`src/rtl/lsu_mem_arbiter_if.sv`:
```
// lsu_mem_arbiter_if: scheduler, RMW ALU and memory-port signals of the LSU front end
interface lsu_mem_arbiter_if;
  logic [15:0] agu_addr;
  logic        sched_load;
  logic        sched_store;
  logic [15:0] sched_data;
  logic        sched_ack;
  logic        lsu_deny_op;
  logic        lsu_data_rdy;
  logic [15:0] lsu_data;
  logic [15:0] lsu_addr;
  logic        lsu_ack;
  logic        mem_req;
  logic        mem_we;
  logic [15:0] mem_addr;
  logic [15:0] mem_wdata;
  logic        mem_rdy;
  logic        load_done;
  modport master (
    output agu_addr, sched_load, sched_store, sched_data, lsu_deny_op,
           lsu_data_rdy, lsu_data, lsu_addr, mem_rdy,
    input  sched_ack, lsu_ack, mem_req, mem_we, mem_addr, mem_wdata, load_done
  );
  modport slave (
    input  agu_addr, sched_load, sched_store, sched_data, lsu_deny_op,
           lsu_data_rdy, lsu_data, lsu_addr, mem_rdy,
    output sched_ack, lsu_ack, mem_req, mem_we, mem_addr, mem_wdata, load_done
  );
endinterface

```
`src/rtl/lsu_mem_arbiter.sv`:
```
// lsu_mem_arbiter: store queue plus single-outstanding memory arbiter for loads, stores and RMW writes
module lsu_mem_arbiter #(
  parameter int STQ_DEPTH = 4,
  parameter int STQ_AW    = 2
) (
  input  logic              clk,
  input  logic              a_rst,
  lsu_mem_arbiter_if.slave  bus,
  output logic [STQ_AW:0]   stq_count,
  output logic              stq_full
);
  typedef enum logic [1:0] {IDLE, LOAD, STORE, RMW_WR} state_t;
  state_t state, state_n;
  logic [15:0] stq_addr [STQ_DEPTH];
  logic [15:0] stq_data [STQ_DEPTH];
  logic [STQ_AW-1:0] head, tail, off;
  logic hazard, load_ok, store_ok, done, pop;
  assign stq_full      = stq_count == (STQ_AW+1)'(STQ_DEPTH);
  assign load_ok       = bus.sched_load && state == IDLE && !bus.lsu_data_rdy && !bus.lsu_deny_op && !hazard;
  assign store_ok      = bus.sched_store && !bus.sched_load && !stq_full && !bus.lsu_deny_op;
  assign bus.sched_ack = load_ok || store_ok;
  assign bus.lsu_ack   = state == IDLE && bus.lsu_data_rdy;
  assign done          = bus.mem_rdy && state != IDLE;
  assign pop           = done && state == STORE;
  assign bus.load_done = bus.mem_rdy && state == LOAD;
  // An entry is valid when its distance from head is below the count, head included.
  always_comb begin
    hazard = 1'b0;
    off    = '0;
    for (int i = 0; i < STQ_DEPTH; i++) begin
      off    = STQ_AW'(i) - head;
      hazard = hazard | (({1'b0, off} < stq_count) && stq_addr[i] == bus.agu_addr);
    end
  end
  always_comb begin
    state_n = state;
    if (state == IDLE)
      state_n = bus.lsu_data_rdy ? RMW_WR : load_ok ? LOAD : stq_count != '0 ? STORE : IDLE;
    else if (bus.mem_rdy)
      state_n = IDLE;
  end
  always_ff @(posedge clk) begin
    if (a_rst) begin
      state         <= IDLE;
      head          <= '0;
      tail          <= '0;
      stq_count     <= '0;
      bus.mem_req   <= 1'b0;
      bus.mem_we    <= 1'b0;
      bus.mem_addr  <= '0;
      bus.mem_wdata <= '0;
    end else begin
      state <= state_n;
      if (state == IDLE && state_n != IDLE) begin
        bus.mem_req   <= 1'b1;
        bus.mem_we    <= state_n != LOAD;
        bus.mem_addr  <= bus.lsu_data_rdy ? bus.lsu_addr : load_ok ? bus.agu_addr : stq_addr[head];
        bus.mem_wdata <= bus.lsu_data_rdy ? bus.lsu_data : stq_data[head];
      end else if (done) begin
        bus.mem_req <= 1'b0;
      end
      if (store_ok) begin
        stq_addr[tail] <= bus.agu_addr;
        stq_data[tail] <= bus.sched_data;
        tail           <= tail + 1'b1;
      end
      if (pop) head <= head + 1'b1;
      stq_count <= stq_count + (STQ_AW+1)'(store_ok) - (STQ_AW+1)'(pop);
    end
  end
endmodule

```
`src/flat_wrapper.sv`:
```
// flat-port wrapper written by rule: the top's interface ports become plain ports
module lsu_mem_arbiter_flat 
#(
  parameter int STQ_DEPTH = 4,
  parameter int STQ_AW    = 2
)
  (clk, a_rst, stq_count, stq_full, bus_agu_addr, bus_sched_load, bus_sched_store, bus_sched_data, bus_lsu_deny_op, bus_lsu_data_rdy, bus_lsu_data, bus_lsu_addr, bus_mem_rdy, bus_sched_ack, bus_lsu_ack, bus_mem_req, bus_mem_we, bus_mem_addr, bus_mem_wdata, bus_load_done);
  lsu_mem_arbiter_if bus_i ();
  input  logic clk;
  input  logic a_rst;
  output logic [STQ_AW:0] stq_count;
  output logic stq_full;
  input wire logic [$bits(bus_i.agu_addr)-1:0] bus_agu_addr;
  input wire logic [$bits(bus_i.sched_load)-1:0] bus_sched_load;
  input wire logic [$bits(bus_i.sched_store)-1:0] bus_sched_store;
  input wire logic [$bits(bus_i.sched_data)-1:0] bus_sched_data;
  input wire logic [$bits(bus_i.lsu_deny_op)-1:0] bus_lsu_deny_op;
  input wire logic [$bits(bus_i.lsu_data_rdy)-1:0] bus_lsu_data_rdy;
  input wire logic [$bits(bus_i.lsu_data)-1:0] bus_lsu_data;
  input wire logic [$bits(bus_i.lsu_addr)-1:0] bus_lsu_addr;
  input wire logic [$bits(bus_i.mem_rdy)-1:0] bus_mem_rdy;
  output wire logic [$bits(bus_i.sched_ack)-1:0] bus_sched_ack;
  output wire logic [$bits(bus_i.lsu_ack)-1:0] bus_lsu_ack;
  output wire logic [$bits(bus_i.mem_req)-1:0] bus_mem_req;
  output wire logic [$bits(bus_i.mem_we)-1:0] bus_mem_we;
  output wire logic [$bits(bus_i.mem_addr)-1:0] bus_mem_addr;
  output wire logic [$bits(bus_i.mem_wdata)-1:0] bus_mem_wdata;
  output wire logic [$bits(bus_i.load_done)-1:0] bus_load_done;
  assign bus_i.agu_addr = bus_agu_addr;
  assign bus_i.sched_load = bus_sched_load;
  assign bus_i.sched_store = bus_sched_store;
  assign bus_i.sched_data = bus_sched_data;
  assign bus_i.lsu_deny_op = bus_lsu_deny_op;
  assign bus_i.lsu_data_rdy = bus_lsu_data_rdy;
  assign bus_i.lsu_data = bus_lsu_data;
  assign bus_i.lsu_addr = bus_lsu_addr;
  assign bus_i.mem_rdy = bus_mem_rdy;
  assign bus_sched_ack = bus_i.sched_ack;
  assign bus_lsu_ack = bus_i.lsu_ack;
  assign bus_mem_req = bus_i.mem_req;
  assign bus_mem_we = bus_i.mem_we;
  assign bus_mem_addr = bus_i.mem_addr;
  assign bus_mem_wdata = bus_i.mem_wdata;
  assign bus_load_done = bus_i.load_done;
  lsu_mem_arbiter #(.STQ_DEPTH(STQ_DEPTH), .STQ_AW(STQ_AW)) u_core (.clk(clk), .a_rst(a_rst), .bus(bus_i), .stq_count(stq_count), .stq_full(stq_full));
endmodule
```
`config.mk`:
```
export PLATFORM = sky130hd
export DESIGN_NAME = lsu_mem_arbiter_flat
export DESIGN_NICKNAME = d
export VERILOG_FILES = /design/src/rtl/lsu_mem_arbiter_if.sv /design/src/rtl/lsu_mem_arbiter.sv /design/src/flat_wrapper.sv
export SDC_FILE = /design/constraint.sdc
export NUM_CORES = 1
export LEC_CHECK = 0
export CAP_MARGIN = 5
export CORE_MARGIN = 2
export CORE_UTILIZATION = 62
export CTS_BUF_LIST = sky130_fd_sc_hd__clkbuf_2
export DETAILED_ROUTE_END_ITERATION = 12
export PLACE_DENSITY = 0.9
export SLEW_MARGIN = 10
export SYNTH_ARGS = -nofsm -noshare
export SYNTH_HDL_FRONTEND = slang
export SYNTH_SLANG_ARGS = --single-unit
```
`constraint.sdc`:
```
create_clock -name clk -period 8 [get_ports clk]
set_input_delay 1.2 -clock clk [delete_from_list [all_inputs] [get_ports clk]]
set_output_delay 1.2 -clock clk [all_outputs]
set_load 0.01 [all_outputs]
```
; ---- Word-level counts from Yosys, hierarchy flattened
; Memory sizes are Yosys's and may differ from the RTL's. A register that Yosys moved wholly into a read port is not among the register bits.
; Index checks and enable logic that the tools add are counted.
[op_classes]
n_addsub = 8
magnitude_cmp = 4
eq_ne = 8
muxes = 17
n_bitwise = 3
reduce_logical = 27
[op_table]
columns = op, count
row1 = $eq 16x16->1, 4
row2 = $mux 16, 3
row3 = $mux 2, 9
row4 = $logic_and 1x1->1, 16
row5 = $lt 2x3->1, 4
row6 = $reduce_bool 2->1, 3
row7 = $logic_not 1->1, 5
row8 = $mux 1, 5
row9 = $add 2x1->2 const B, 2
row10 = $sub 1x2->2 const A, 2
row11 = $sub 2x2->2 const A, 2
row12 = $add 3x1->3, 1
row13 = $eq 3x3->1 const B, 1
row14 = $or 1x1->1, 3
row15 = $reduce_bool 3->1, 1
row16 = $sub 3x1->3, 1
row17 = $eq 2x1->1 const B, 1
row18 = $eq 2x2->1 const B, 1
row19 = $logic_not 2->1, 1
row20 = $ne 2x1->1 const B, 1
row21 = $logic_or 1x1->1, 1
[word_totals]
regBits = 43
mem_bits_rw = 128
inputBits = 71
output_inout_bits = 41
elab_cells = 77
n_memories = 2
[mem_list]
columns = memory, depth, width, read_ports, rd_ports_with_merged_regs, wr, line
row1 = u_core.stq_addr, 4, 16, 5, 1, 1, lsu_mem_arbiter.sv:14  ; logic [15:0] stq_addr [STQ_DEPTH];
row2 = u_core.stq_data, 4, 16, 1, 1, 1, lsu_mem_arbiter.sv:15  ; logic [15:0] stq_data [STQ_DEPTH];

; ---- Longest topological paths before layout
[logic_depth]
ltp_word = 14
ltp_mapped = 11
depth_no_buf = 10

; ---- Worst setup path before layout
; OpenSTA, ideal clock, no wires.
[synth_path]
path_type = input port to output port
start = input port bus_agu_addr[15]
end = output port bus_sched_ack
arrival_ps = 2657
required_time_ps = 6800
setup_slack_ps = 4143
stages = 9
path_buffers = 3
cell_sequence = buf_4 xor2_1 nor4_1 nand4_1 o22a_2 buf_6 clkbuf_1 nand3_1 nand2_1
[synth_between]
elab_chain_len = 8
elab_cells_between_ends = 14
classes_between = eq/ne: 4 / bitwise: 3 / reduce/logical: 7
[synth_lines]
columns = item, line
row1 = from (decl), flat_wrapper.sv:13  ; input wire logic [$bits(bus_i.agu_addr)-1:0] bus_agu_addr;
row2 = $eq 16x16->1, lsu_mem_arbiter.sv:32  ; hazard = hazard | (({1'b0, off} < stq_count) && stq_addr[i] == bus.agu_addr);
row3 = $logic_and 1x1->1, lsu_mem_arbiter.sv:32
row4 = $or 1x1->1 (2 in series), lsu_mem_arbiter.sv:32
row5 = $or 1x1->1 (*), lsu_mem_arbiter.sv:32
row6 = $logic_not 1->1 (*), lsu_mem_arbiter.sv:19  ; assign load_ok = bus.sched_load && state == IDLE && !bus.lsu_data_rdy && !bus.lsu_deny_op && !hazard;
row7 = $logic_and 1x1->1 (*), lsu_mem_arbiter.sv:19
row8 = $logic_or 1x1->1 (*), lsu_mem_arbiter.sv:21  ; assign bus.sched_ack = load_ok || store_ok;
row9 = to (decl), flat_wrapper.sv:22  ; output wire logic [$bits(bus_i.sched_ack)-1:0] bus_sched_ack;
; Mark *: on every way between the ends. The rest lies on a longest branch, timed or not.

; ---- Worst setup path in the final report
[layout_path]
start = input port bus_agu_addr[3]
end = output port bus_sched_ack
; Same word-level chain as after synthesis.

==> reports/qor.yml <==
routing:
  detail-route-antenna-nets: 0
  wl_per_cell_um: 23.3
  drt_iter0_markers: 780
  wl_um: 20500
  drc_errors: 0
  drt-vias-per-instance: 6.52
  vias: 5739
  firstDrtPassIters: 5
power:
  ir_drop_mv: 0.158
  power_frac_seq: 0.499
  switching_share: 0.284
  leakage_nw: 3.36
  p_clk_frac: 0.271
  p_comb_frac: 0.230
  pwr_density_cell_nw_per_um2: 223
  p_int_mw: 1.55
  power.switching_mw: 0.617
  power.total_mw: 2.17
timing:
  skew_ns: 0.0395
  fin_ws_ns: 2.53
  worst_pin_slew_ns: 0.842
  hold_slack_ns: 0.481
  setup_violations: 0
  slew_violations: 0
  finalHoldViolCount: 0
  setup_tns_ns: 0
  timing.fmax_ghz: 0.183
  finalCriticalPeriod_ns: 5.47
  fin_crit_sh: 0.684
  rsz0062_at_grt: "false"
  slew_headroom: 0.439
critical_path:
  cp_max_fo: 67
  worst-setup-path-type: "primary input to output pin"
  cp.required_ns: 6.80
  cp.arrival_ns: 4.27
  start_kind: "primary input"
  endpoint_kind: "output pin"
  reg2reg_depth: 9
logic_synthesis:
  synth_top_area_share: 0.461
  ys_top_cells_by_area: "edfxtp_1, dfxtp_1, mux4_2, xor2_1, a311oi_1"
  synth_cells: 616
  ys_async_sr_fraction: 0
  yosysSeqAreaShare: 0.570
  netlist_area_um2: 8330
  ys.flop_type: "edfxtp_1"
  yosys.cell_types.count: 40
  yosysTopAreaCell: "edfxtp_1"
  synth_area_per_cell_um2: 13.5
  yosysWarnings: 0
  synth.ff_latch_count: 173
  syn_nets: 698
  synth_edf_count: 128
global_routing:
  grt_antenna_before_repair: 0
  grt_max_degree: 68
  grt.total_usage: 0.295
  grt_pass1_wl_um: 31700
  first_global_vias: 5782
  grt_remaining_overflow: 0
floorplanning:
  rows: 42
  die_w_um: 120
  die_h_um: 120
  dieArea_um2: 14400
  start_util: 0.631
  io_pins: 112
  design.core.area_um2: 13200
cts:
  worstSkewPairLatency_ns: 0.77
  htree_levels: 4
  cts_inserted_buffers: 17
  cts_resized: 0
  path_clk_slew_ns: 0.22
  ctsLongestPathBuffers: 2
  tritoncts: "done"
  post_cts_buffers: 0
  clk_root_buffer_cell: "clkbuf_2"
  cts-hold-fix-buffers: 0
  cts_num_sinks: 173
place:
  dp_slack_ns: 2.58
  gp_congestion: 0.968
  io_buffers: 111
  dpl.hpwl_um: 13200
flow_run:
  drv_cap: 0
status:
  outcome: "finished, final reports clean"
cells_and_area:
  nets: 773
  drive_gt1_frac: 0.118
  n_antenna_cell: 0
  area_growth_pct: 17.0
worst_hold_path:
  hold_class: "register to register"
  hold_path_depth: 2
==> worst paths after layout <==
| check | startpoint | end | slack, ns |
|---|---|---|---|
| max | bus_agu_addr[3] | bus_sched_ack | 2.53 |
| min | u_core.bus.mem_req$_SDFFE_PP0P_ | u_core.bus.mem_req$_SDFFE_PP0P_ | 0.48 |
| max reg2reg | u_core.stq_count[1]$_SDFF_PP0_ | u_core.bus.mem_wdata[2]$_SDFFE_PP0P_ | 4.91 |
| min reg2reg | u_core.bus.mem_req$_SDFFE_PP0P_ | u_core.bus.mem_req$_SDFFE_PP0P_ | 0.48 |
==> power by group through the flow <==
stage | Clock, mW | Combinational, mW | Sequential (mW)
6_report | 0.587 | 0.500 | 1.08
3_3_place_gp | 0 | 0.474 | 1.10
3_5_place_dp | 0 | 0.492 | 1.10
2_1_floorplan | 0 | 0.277 | 1.10
4_1_cts | 0.592 | 0.497 | 1.08
5_1_grt | 0.620 | 0.535 | 1.09
==> stage by stage <==
step,util,cells,instance area (um2)
6_report,0.739,880,9740
5_1_grt,0.739,880,9740
4_1_cts,0.739,880,9740
3_5_place_dp,0.713,848,9400
3_3_place_gp,0.713,848,9400
2_1_floorplan,-,616,8330
==> metal layers <==
layer / vias up / GRT usage / wire length, um / part of all wire
li1: 2533 / - / - / -
met1: 2783 / 0.369 / 7670 / 0.37
met2: 353 / 0.480 / 10100 / 0.49
met3: 70 / 0.0713 / 1740 / 0.085
met4: 0 / 0.151 / 932 / 0.046
met5: - / 0 / 0 / 0
==> logic make-up (layout without fill, tap and decap cells) <==
| family | Yosys count | count (layout) | synth area share |
|---|---|---|---|
| AO/OA/AOI/OAI | 118 | 118 | 0.113 |
| XOR/XNOR | 70 | 70 | 0.0736 |
| adder cells (fa/ha/maj) | 11 | 11 | 0.0174 |
| buffers and inverters | 93 | 181 | 0.0541 |
| flip-flops | 173 | 173 | 0.570 |
| multiplexers | 48 | 48 | 0.106 |
| AND/OR/NAND/NOR | 103 | 103 | 0.0664 |
==> placed cells by master, fill, tap and decap left out, types with 2 or more instances in the layout <==
| cell | synthesis | layout |
|---|---|---|
| inv_1 | 26 | 26 |
| inv_6 | 0 | 5 |
| o21a_1 | 3 | 2 |
| clkdlybuf4s50_1 | 0 | 109 |
| bufinv_16 | 0 | 6 |
| mux4_2 | 32 | 32 |
| dfxtp_1 | 45 | 44 |
| nor2_1 | 30 | 30 |
| xor2_1 | 49 | 49 |
| nor4_1 | 13 | 13 |
| and2_1 | 4 | 4 |
| nand2_1 | 9 | 9 |
| mux2i_1 | 16 | 16 |
| xnor2_1 | 21 | 21 |
| buf_4 | 4 | 12 |
| nand4_1 | 23 | 23 |
| ha_1 | 10 | 10 |
| a21oi_1 | 23 | 23 |
| nand2b_1 | 19 | 19 |
| a41o_1 | 16 | 16 |
| edfxtp_1 | 128 | 128 |
| a211oi_1 | 16 | 16 |
| clkbuf_2 | 0 | 17 |
| a311o_1 | 16 | 16 |
| o21ai_0 | 2 | 2 |
| buf_2 | 21 | 2 |
| a311oi_1 | 32 | 32 |
| a31oi_1 | 3 | 3 |
==> synth_stat cells (all sizes together) (3+ instances only) <==
cell	count
a211oi	16
a21oi	23
a311o	16
a311oi	32
a31oi	3
a41o	16
and2	4
buf	37
clkbuf	30
dfxtp	45
edfxtp	128
ha	10
inv	26
mux2i	16
mux4	32
nand2	9
nand2b	19
nand4	23
nor2	30
nor4	13
o21a	3
o21ai	3
xnor2	21
xor2	49
==> flip-flops by register name, indices dropped and copies added, names as in the netlist, named ones only <==
signal and count:
u_core.state 2, u_core.tail 2, u_core.stq_data 64, u_core.stq_addr 64
u_core.bus.mem_addr 16, u_core.bus.mem_we 1, u_core.bus.mem_req 1, u_core.stq_count 3
u_core.head 2, u_core.bus.mem_wdata 16
==> critical path: stages <==
cell and delay [ns]:
clkdlybuf4s50_1 0.59, xor2_1 0.26, nor4_1 0.53, nand4_1 0.32
o21a_2 0.28, buf_4 0.32, nand3_1 0.21, nand2_1 0.08
clkdlybuf4s50_1 0.48
==> cell type report <==
type / instances / area [um2]
Sequential cell: 173 / 4750
Fill cell: 784 / 3450
Multi-Input combinational cell: 350 / 3150
Timing Repair Buffer: 123 / 1190
Clock inverter: 15 / 255
Tap cell: 176 / 220
Inverter: 26 / 97.6
Clock buffer: 17 / 85.1
No activity file was read; power rests on OpenSTA's default activity.
